**src/rtl/block_uart_streamer_pkg.sv**
```systemverilog
// Shared types and elaboration-time helpers for the block UART streamer.
// The divider and byte-count clamp live here so the top and sub-module agree on them.
package uart_stream_pkg;

    typedef enum logic [1:0] {
        IDLE,
        START_BIT,
        DATA_BITS,
        STOP_BIT
    } state_e;

    function automatic int div_calc(input int clk_hz, input int baud);
        return clk_hz / baud;
    endfunction

    // A request of zero means a whole block; anything larger than the block is trimmed to it.
    function automatic int clamp_nbytes(input int nb, input int req);
        return ((req == 0) || (req > nb)) ? nb : req;
    endfunction

endpackage

```
**src/rtl/block_uart_streamer_baud_tick_gen.sv**
```systemverilog
// Free-running bit-period divider: tick marks the last clock of each DIV-cycle bit period.
// clr holds the count at zero so the first period after a start is always full length.
module baud_tick_gen #(
    parameter int DIV = 10
) (
    input  logic clk,
    input  logic rst_n,
    input  logic clr,
    output logic tick
);

    localparam int CW = (DIV > 1) ? $clog2(DIV) : 1;
    localparam logic [CW-1:0] LAST = CW'(DIV - 1);

    logic [CW-1:0] cnt_q;

    always_ff @(posedge clk or negedge rst_n) begin
        if (!rst_n) begin
            cnt_q <= '0;
        end else if (clr || (cnt_q == LAST)) begin
            cnt_q <= '0;
        end else begin
            cnt_q <= cnt_q + CW'(1);
        end
    end

    assign tick = (cnt_q == LAST);

endmodule

```
**src/rtl/block_uart_streamer.sv**
```systemverilog
// Sends a latched wide word as back-to-back 8N1 (or 8N2) UART frames on a registered tx line.
// done/busy are decoded from the final stop-bit tick so they coincide with the last stop cycle.
module block_uart_streamer
    import uart_stream_pkg::*;
#(
    parameter int CLK_HZ    = 12000000,
    parameter int BAUD      = 9600,
    parameter int DATA_W    = 512,
    parameter int MSB_FIRST = 0,
    parameter int STOP_BITS = 1
) (
    input  logic                             clk,
    input  logic                             rst_n,
    input  logic                             start,
    input  logic [DATA_W-1:0]                data_in,
    input  logic [$clog2(DATA_W/8+1)-1:0]    nbytes,
    output logic                             busy,
    output logic                             done,
    output logic                             byte_stb,
    output logic                             tx
);

    localparam int DIV   = div_calc(CLK_HZ, BAUD);
    localparam int NB    = DATA_W / 8;
    localparam int CNT_W = $clog2(NB + 1);

    state_e            state_q;
    logic [DATA_W-1:0] shift_q;
    logic [2:0]        bitCnt_q;
    logic              stopCnt_q;
    logic [CNT_W-1:0]  byteCnt_q;
    logic [CNT_W-1:0]  nbytes_q;
    logic [CNT_W-1:0]  nbytes_d;
    logic              tx_q;
    logic              byteStb_q;

    logic       tick;
    logic       accept;
    logic       lastStop;
    logic       lastByte;
    logic       finalTick;
    logic [7:0] curByte;

    baud_tick_gen #(
        .DIV (DIV)
    ) uBaud (
        .clk   (clk),
        .rst_n (rst_n),
        .clr   (state_q == IDLE),
        .tick  (tick)
    );

    // The done cycle is still STOP_BIT, so a start there is ignored without extra gating.
    assign accept    = start && (state_q == IDLE);
    assign nbytes_d  = CNT_W'(clamp_nbytes(NB, int'(nbytes)));
    assign curByte   = (MSB_FIRST != 0) ? shift_q[DATA_W-1 -: 8] : shift_q[7:0];
    assign lastStop  = (stopCnt_q == 1'(STOP_BITS - 1));
    assign lastByte  = (byteCnt_q == nbytes_q);
    assign finalTick = (state_q == STOP_BIT) && tick && lastStop && lastByte;

    always_ff @(posedge clk or negedge rst_n) begin
        if (!rst_n) begin
            state_q   <= IDLE;
            shift_q   <= '0;
            bitCnt_q  <= '0;
            stopCnt_q <= 1'b0;
            byteCnt_q <= '0;
            nbytes_q  <= '0;
            tx_q      <= 1'b1;
            byteStb_q <= 1'b0;
        end else begin
            byteStb_q <= 1'b0;
            case (state_q)
                IDLE: begin
                    if (accept) begin
                        state_q   <= START_BIT;
                        shift_q   <= data_in;
                        nbytes_q  <= nbytes_d;
                        byteCnt_q <= '0;
                        bitCnt_q  <= '0;
                        tx_q      <= 1'b0;
                        byteStb_q <= 1'b1;
                    end
                end
                START_BIT: begin
                    if (tick) begin
                        state_q  <= DATA_BITS;
                        bitCnt_q <= '0;
                        tx_q     <= curByte[0];
                    end
                end
                DATA_BITS: begin
                    if (tick) begin
                        if (bitCnt_q == 3'd7) begin
                            state_q   <= STOP_BIT;
                            stopCnt_q <= 1'b0;
                            tx_q      <= 1'b1;
                            byteCnt_q <= byteCnt_q + CNT_W'(1);
                            shift_q   <= (MSB_FIRST != 0) ? (shift_q << 8) : (shift_q >> 8);
                        end else begin
                            bitCnt_q <= bitCnt_q + 3'd1;
                            tx_q     <= curByte[bitCnt_q + 3'd1];
                        end
                    end
                end
                STOP_BIT: begin
                    if (tick) begin
                        if (!lastStop) begin
                            stopCnt_q <= 1'b1;
                        end else if (lastByte) begin
                            state_q <= IDLE;
                        end else begin
                            state_q   <= START_BIT;
                            bitCnt_q  <= '0;
                            tx_q      <= 1'b0;
                            byteStb_q <= 1'b1;
                        end
                    end
                end
                default: state_q <= IDLE;
            endcase
        end
    end

    assign tx       = tx_q;
    assign byte_stb = byteStb_q;
    assign done     = finalTick;
    assign busy     = (state_q != IDLE) && !finalTick;

endmodule

```
**config.mk**
```make
export PLATFORM = sky130hd
export DESIGN_NAME = block_uart_streamer
export DESIGN_NICKNAME = d
export VERILOG_FILES = /design/src/rtl/block_uart_streamer_pkg.sv /design/src/rtl/block_uart_streamer_baud_tick_gen.sv /design/src/rtl/block_uart_streamer.sv
export SDC_FILE = /design/constraint.sdc
export NUM_CORES = 1
export LEC_CHECK = 0
export BUFFER_PORTS_ARGS = -buffer_cell sky130_fd_sc_hd__buf_2
export CORE_AREA = 2 2 203 205
export CTS_CLUSTER_SIZE = 14
export DETAILED_ROUTE_END_ITERATION = 10
export DIE_AREA = 0 0 205 207
export GPL_TIMING_DRIVEN = 0
export PLACE_DENSITY_LB_ADDON = 0.08
export SYNTH_ARGS = -nofsm -noshare
export SYNTH_HDL_FRONTEND = slang
export SYNTH_SLANG_ARGS = --single-unit
```
**constraint.sdc**
```tcl
create_clock -name clk -period 4.1 [get_ports clk]
set_input_delay 0.205 -clock clk [delete_from_list [all_inputs] [get_ports clk]]
set_output_delay 0.205 -clock clk [all_outputs]
set_load 0.03 [all_outputs]
```
==> results.txt, run 1 <==
The flow ran to the end, and the final reports show no timing, DRC or antenna violations. For this run, the register share of the synthesized area comes to 58.9%. The area share of xor/xnor cells in the synthesized design came out at 0.606%. The die is 207 µm tall. The final clock skew is 0.0146 ns. The detailed placement HPWL came out at 47.8 mm. The internal portion of the total power is 0.00920 W. The first global-routing pass estimated 140 mm of wire. Summing the areas of all compound-gate instances in the mapped netlist gives 14.2% of the synthesized area. Relative to the synthesized area, the layout overhead comes to 46.4%. The area share of the leading cell type in the synthesized netlist came out at 58.8%. Before antenna repair, the detailed router went through 8 iterations. The worst-case clock buffer depth is 3.

The die covers 42,400 µm². The part of the power in the clock network came out at 46.4%. The number of remaining DRC errors came out at 0. The clock network latency to the later pin of the worst-skew pair is 0.60 ns.

The netlist uses 47 different library cells. The net switching fraction of the power is 21.7%. The mean area per synthesized cell came out at 9.55 µm².

The part of the power in combinational logic came out at 7.9%. The final standard cell utilization of the core is 83.8%. For this design the top-level I/O count stands at 526. The final critical path takes up 84.3% of the cycle. The synthesized design spends more area on one cell type than any other, namely sky130_fd_sc_hd__dfrtp_1. The global-route usage over all layers came out at 42.3%. The initial utilization of the core area, before any placement, comes to 57.2%. In this run, CTS created clock tree buffers numbering 55. In this run the clock root is driven by a sky130_fd_sc_hd__clkbuf_16.

Setup repair after global routing left no endpoint under its margin. The combined area of all synthesized cells is 23,100 µm². The count of maximum capacitance violations came out at 0. The core footprint came out at 40,400 µm². The simple-gate portion of the synthesized area is 17.4%. The number of enable-type register cells in the synthesized netlist came out at 0.

At the end of routability-driven placement, the weighted congestion stood at 0.882. The worst hold path class is input pin to register. The clock transition time at the flip-flop clock pins of the worst setup and hold paths came out at 0.07 ns. The headroom to the max-slew limit is 49.4%.

The critical path in this run is classified as register to register. The initial antenna violation count is 27. The maximum fanout along the worst path is 10.

For the worst setup path, the data arrival time is 3.89 ns. The number of non-filler instances in the completed layout is 4,131. The via count normalized by instance count came out at 6.04. The portion of synthesized area spent on multiplexers is 4.24%. The max-slew violation total from the final report was 0.

The final total power is 0.0117 W. Once the clock tree was built, the setup fixing pass inserted 0 buffers. The dominant combinational cell family by area after synthesis is simple AND/OR/NAND/NOR gates.

Clock tree synthesis found a total of 544 sinks. The count of final hold-check violations is 0. The worst setup path is captured at a register. The number of cells after detailed placement came out at 3,481. The total number of nets in the final design came out at 4,064. Derived from the worst setup path, the maximum achievable clock frequency is 0.289 GHz. Global routing finished with a remaining overflow of 0. The slew of the pin with the lowest slew margin came out at 0.759 ns. For this block, the via count after detailed routing is 25,000. STA classifies the critical path startpoint as a register. The standby leakage power came out at 16.4 nW.

The number of global-route vias before repair came to 26,300. For this design, the CTS-stage hold fixing added 526 buffers. The wire length reported by the detailed router is 90.4 mm. The die width is 205 µm.

The average wire per cell in the routed design came out at 21.9 µm. In this run the power spent charging and discharging nets is 0.00254 W. For this design the ratio of total power to cell area is 347 nW/µm². The number of rows in the core area is 74. The fraction of registers with async set/reset came out at 100%. The synthesized net count came out at 2,951. The register bit total from synthesis came out at 544.

The number of levels the H-tree was split into came out at 2. The remaining antenna violation count after routing came out at 0. Entering global routing, the biggest net connects 113 pins. The synthesized-area fraction occupied by adder cells is 0.541%. The final critical delay including setup and external delays is 3.45 ns. Across the VDD grid, the largest voltage drop is 0.396 mV. The starting DRC count in detailed routing came out at 2,721.

Once the clock tree was built, the resizer swapped 0 gates to a different size. STA puts the critical path data required time at 4.54 ns. In the final layout, the share of cells above drive strength 1 is 20.2%. The commonest register cell after synthesis is sky130_fd_sc_hd__dfrtp_1. The count of endpoints failing setup in the final report is 0. TritonCTS built the clock tree. The part of the power in registers is 45.7%.

The number of warning messages in the yosys log came out at 0. Input and output buffers added on the ports amount to 525. Yosys attributes the largest share of cell area to sky130_fd_sc_hd__dfrtp_1, sky130_fd_sc_hd__nor2_1, sky130_fd_sc_hd__o22ai_1. The cell count after synthesis came out at 2,419.
## metal layers
metal	track usage, %	vias up	part of all wire [%]
met5	0.691	-	0.14
met4	31.6	14	8.2
met3	15.4	648	10
met2	67.0	1961	48
met1	46.5	11700	34
li1	-	10600	-
## power by group through the flow
| stage | combinational (W) | clock [W] | sequential (W) |
|---|---|---|---|
| 2_1_floorplan | 0.0000418 | 0 | 0.00547 |
| 3_3_place_gp | 0.000434 | 0 | 0.00547 |
| 3_5_place_dp | 0.000458 | 0 | 0.00547 |
| 4_1_cts | 0.000862 | 0.00542 | 0.00537 |
| 5_1_grt | 0.000974 | 0.00568 | 0.00536 |
| 6_report | 0.000923 | 0.00545 | 0.00537 |
## registers in the layout, summed over array words and instances, names as in the netlist
name and flops:
state_q 2, shift_q 512, tx 1, bitCnt_q 3, byteCnt_q 7, byte_stb 1, nbytes_q 7, uBaud.cnt_q 11
## critical path, cell delays in order (launching register included)
cell	delay (ns)
sky130_fd_sc_hd__dfrtp_1	0.40
sky130_fd_sc_hd__inv_1	0.11
sky130_fd_sc_hd__ha_1	0.29
sky130_fd_sc_hd__nand2_1	0.25
sky130_fd_sc_hd__or2_2	0.16
sky130_fd_sc_hd__clkbuf_1	0.53
sky130_fd_sc_hd__clkbuf_1	0.47
sky130_fd_sc_hd__clkbuf_1	0.43
sky130_fd_sc_hd__o22ai_1	0.19
sky130_fd_sc_hd__nor2_1	0.46
## cell usage in the layout, fill, tap and decap left out, types with 8 or more instances in the layout
master and instances:
sky130_fd_sc_hd__clkbuf_8 17, sky130_fd_sc_hd__nand3b_1 10, sky130_fd_sc_hd__o22ai_1 415, sky130_fd_sc_hd__clkbuf_16 57, sky130_fd_sc_hd__nand2_1 119, sky130_fd_sc_hd__nor2_1 854
sky130_fd_sc_hd__dlygate4sd3_1 526, sky130_fd_sc_hd__diode_2 25, sky130_fd_sc_hd__nand3_1 13, sky130_fd_sc_hd__buf_2 571, sky130_fd_sc_hd__nand2b_1 8, sky130_fd_sc_hd__o21ai_0 79
sky130_fd_sc_hd__buf_4 35, sky130_fd_sc_hd__dfrtp_1 543, sky130_fd_sc_hd__mux2i_1 89, sky130_fd_sc_hd__ha_1 10, sky130_fd_sc_hd__o21ai_1 23, sky130_fd_sc_hd__xor2_1 12
sky130_fd_sc_hd__buf_6 8, sky130_fd_sc_hd__clkbuf_1 65, sky130_fd_sc_hd__buf_1 33
## stage by stage
stage / hold slack [ns] / worst slack (ns) / area [µm²] / TNS [ns]
finish: 0.124 / 0.646 / 33800 / 0
global route: 0.152 / 0.481 / 33800 / 0
CTS: 0.0783 / 0.955 / 33800 / 0
detailed placement: 0.222 / 0.975 / 26600 / 0
global placement: 0.442 / -8.09 / 26400 / -4350.05
floorplan: -0.0906 / 1.98 / 23100 / 0
## final timing paths
path | start | endpoint | slack, ns | cells past startpoint
worst max-delay path | state_q[0] | shift_q[393] | 0.65 | 9
worst min-delay path | start | nbytes_q[6] | 0.12 | 3
worst max register to register | state_q[0] | shift_q[393] | 0.65 | 9
worst min register to register | shift_q[429] | shift_q[429] | 0.48 | 2
max in group asynchronous | rst_n | shift_q[91] | 2.08 | 5
min in group asynchronous | rst_n | shift_q[338] | 0.16 | 2
## layout make-up
| class | count | area, µm² |
|---|---|---|
| Sequential cell | 544 | 13600 |
| Inverter | 6 | 22.5 |
| Clock inverter | 14 | 245 |
| Multi-Input combinational cell | 1691 | 8550 |
| Buffer | 178 | 920 |
| Clock buffer | 85 | 1700 |
| Fill cell | 2017 | 6540 |
| Timing Repair Buffer | 1056 | 8040 |
| Tap cell | 532 | 666 |
| Antenna cell | 25 | 62.6 |
## synthesized netlist by cell type, drive strengths merged (3+ instances only)
library cell,number
a21oi,6
a22o,4
buf,123
clkbuf,55
dfrtp,543
ha,10
inv,6
mux2,4
mux2i,89
nand2,119
nand2b,8
nand3,13
nand3b,10
nand4,5
nor2,854
nor3,5
nor4,4
o21ai,102
o22ai,415
o31a,3
or2,3
xnor2,4
xor2,12
## cells by family (layout without fill, tap and decap cells)
family / after synthesis / count (layout)
compound gates: 540 / 540
xor+xnor: 16 / 16
buf+inv: 184 / 1339
flops: 544 / 544
fa+ha+maj: 10 / 10
other cells: 0 / 25
simple gates: 1030 / 1030
mux: 95 / 95
Power figures use the tool's default switching activity.
==> run 2, diff against run 1 <==
CORE_AREA = 2 2 221 223   (was 2 2 203 205)
DIE_AREA = 0 0 223 225   (was 0 0 205 207)
clock period = 2.92 ns   (was 4.1 ns; I/O delays follow)
==> run 2 against run 1 <==
  * Power up 40%
  * Critical endpoint is now shift_q[111]
  * Sequential cell count stayed put
  * Clock power up 41%
  * Final area up 0.55%
  * Setup slack got worse by 0.47 ns
  * Largest cell class unchanged
  * Die area increased by 18%
  * Combinational power rose by 37%
  * Clock skew is 0.0033 ns higher
  * Critical path depth down 1
  * Global-route usage fell by 11 points
  * Sequential power up 40%
  * Utilization decreased by 12 points
==> results.txt, run 2 (synthesis gave the netlist of run 1 again) <==
The run finished with clean final reports. The number of levels the H-tree was split into was 2 (unchanged). The wire length of the first global-routing pass is 124 mm (-11%). The number of sinks driven by the clock tree came to 544 (unchanged). The register-to-register setup slack is 0.18 ns (-0.47 ns). The number of global-route vias before repair came out at 23,700 (-10%). The worst-case hold slack came out at 0.0433 ns (-0.0804 ns). The worst-case clock buffer depth is 3 (unchanged). The number of cells after detailed placement is 3,564 (+2.4%). The average wire per cell in the routed design is 18.6 µm (-15%). The number of rows in the core area is 80 (+8.1%).

The maximum number of pins on one net before global-route repair is 126 (+12%). The min-delay analysis places its worst path in the category input pin to async pin. The instance area after placement came to 26,700 µm² (+0.39%). The count of maximum capacitance violations came out at 0 (unchanged). The register ranked first by flip-flop count is shift_q. The remaining antenna violation count after routing came out at 0 (unchanged). The number of remaining DRC errors came out at 0 (unchanged). The standby leakage power came out at 16.5 nW (+0.48%).

The overflow left after global routing is 0 (unchanged). The count of pins on the block boundary came out at 526 (unchanged). The most frequent standard cell in the layout excluding fill and tap cells is sky130_fd_sc_hd__nor2_1. The number of non-filler instances in the completed layout is 4,219 (+2.1%). The die width came out at 223 µm (+8.8%). The iteration count of the initial detailed-routing pass came out at 5 (-3). The max-slew violation total from the final report is 0 (unchanged). The count of final hold-check violations is 0 (unchanged).

The core footprint is 47,500 µm² (+18%). The height of the die was 225 µm (+8.7%). The wire length reported by the detailed router is 78.3 mm (-13%).

The summed area of non-filler cells in the final layout came to 34,000 µm² (+0.55%). The number of flip-flops under the largest register name came out at 512 (unchanged). The maximum resistive drop on vdd came to 0.464 mV (+17%).

The maximum fanout along the worst path came out at 10 (unchanged). The setup path with the least slack is of type register to register. The tree is rooted in a sky130_fd_sc_hd__clkbuf_16. The critical path goes through inv_1 > ha_1 > nand2_1 > or2_2 > clkbuf_2 > buf_1 > o22ai_1 > nor2_1. The layout cell share with drive strength beyond 1 came out at 20.8% (+0.62 points). The initial antenna violation count came out at 18 (-33%). The slew of the pin with the lowest slew margin came to 0.727 ns (-0.0315 ns).

The quantity of I/O buffers inserted on ports came out at 525 (unchanged). The headroom to the max-slew limit is 51.5% (+2.1 points). The starting DRC count in detailed routing is 1,850 (-32%). The post-route clock period utilization is 93.8% (+9.6 points). The via count normalized by instance count is 5.41 (-11%). The final worst setup slack came to 0.180 ns (-0.465 ns). The total number of nets in the final design came out at 4,066 (+0.049%).

The largest registers in the layout are shift_q (512), uBaud.cnt_q (11). The worst setup path is launched from a register. The starting density of the core is 48.6% (-8.6 points). The clock network latency to the later pin of the worst-skew pair came to 0.61 ns (about the same).

The global-route usage over all layers is 30.9% (-11 points). The TritonCTS buffer count was 58 (+5.5%). The library cells used most frequently in the layout, excluding fill and tap cells, are sky130_fd_sc_hd__nor2_1, sky130_fd_sc_hd__buf_2, sky130_fd_sc_hd__dfrtp_1. The final critical delay including setup and external delays came out at 2.74 ns (-0.715 ns). The total via count after detailed routing is 22,800 (-8.6%).

The delay of the slowest critical-path stage came out at 0.50 ns (-0.03 ns). The final standard cell utilization of the core is 71.5% (-12 points). The post-CTS repair timing setup buffer count came out at 0 (unchanged). The layout-stage area growth over the synthesis result came out at 47.2%. The clock transition time at the flip-flop clock pins of the worst setup and hold paths was 0.06 ns (about the same). The critical path data required time is 3.40 ns (-1.14 ns). The power density over cell area is 484 nW/µm² (+39%). TritonCTS built the clock tree. The data arrival at the endpoint of the critical path is 3.22 ns (-0.67 ns). The count of endpoints failing setup in the final report is 0 (unchanged). The detailed placement HPWL came to 50.2 mm (+5.0%). STA classifies the critical path endpoint as a register. The routability-driven placement congestion ratio is 0.862 (-2.3%).

The worst setup slack before clock tree synthesis came out at -0.174 ns (-1.15 ns). On the critical path, the stage with the largest delay is an instance of sky130_fd_sc_hd__or2_2. The final clock skew came out at 0.0179 ns (+0.00326 ns). The fmax is 0.365 GHz (+26%). The die outline area is 50,200 µm² (+18%).
-- run 2: cell count changes in the layout (fill, tap and decap cells not counted), sizes merged --
cell,change
bufinv,-4
diode,-4
clkinv,+4
inv,+1
buf,-4
clkbuf,+12
-- run 2: repair_timing --
item | in CTS | in global routing
hold buffers | 526 | 0
gates resized for setup | 0 | 19
endpoints found under the setup margin | 350 | 305
pin swaps | 0 | 0
hold endpoints to repair | 896 | 0
-- run 2: critical path: cells and delay by family, from the launching register on --
family,cells,cell delay (ns)
compound gates,1,0.33
flops,1,0.41
simple gates,3,0.83
fa+ha+maj,1,0.33
buf+inv,3,0.72
-- run 2: layout make-up --
cell class | count | area (µm²)
sequential | 544 | 13600
fill | 3408 | 13500
multi-input combinational | 1691 | 8560
timing repair buffer | 1056 | 8040
clock buffer | 94 | 1870
buffer | 177 | 930
tap | 615 | 769
clock inverter | 15 | 154
antenna | 21 | 52.6
inverter | 6 | 22.5
-- run 2: through the flow --
step / setup TNS, ns / power [W]
after floorplan: 0 / 0.00774
final: 0 / 0.0165
after CTS: 0 / 0.0166
after global placement: -5090.25 / 0.00830
after detailed placement: -30.25 / 0.00833
after global routing: -0.00148 / 0.0170
-- run 2: metal layers --
metal / vias to the layer above / GRT usage [%] / routed length, µm
li1: 10600 / - / -
met1: 10900 / 38.0 / 30800
met2: 1045 / 52.3 / 38000
met3: 285 / 7.25 / 5850
met4: 4 / 13.7 / 3570
met5: - / 0 / 24
-- run 2: final timing paths --
check | cells after the start | endpoint | from
worst max-delay path | 8 | shift_q[111] | state_q[0]
worst min-delay path | 2 | shift_q[336] | rst_n
worst max register to register | 8 | shift_q[111] | state_q[0]
worst min register to register | 2 | shift_q[505] | shift_q[505]
max in group asynchronous | 4 | shift_q[130] | rst_n
min in group clk | 3 | nbytes_q[6] | start
-- run 2: power by group --
group          total (W)  internal (W)  leakage (nW)  switching [W]
Combinational    0.00126      0.000773          7.92       0.000486
Clock            0.00766       0.00461          1.01        0.00305
Sequential       0.00754       0.00754          7.57              0
Total             0.0165        0.0129          16.5        0.00354
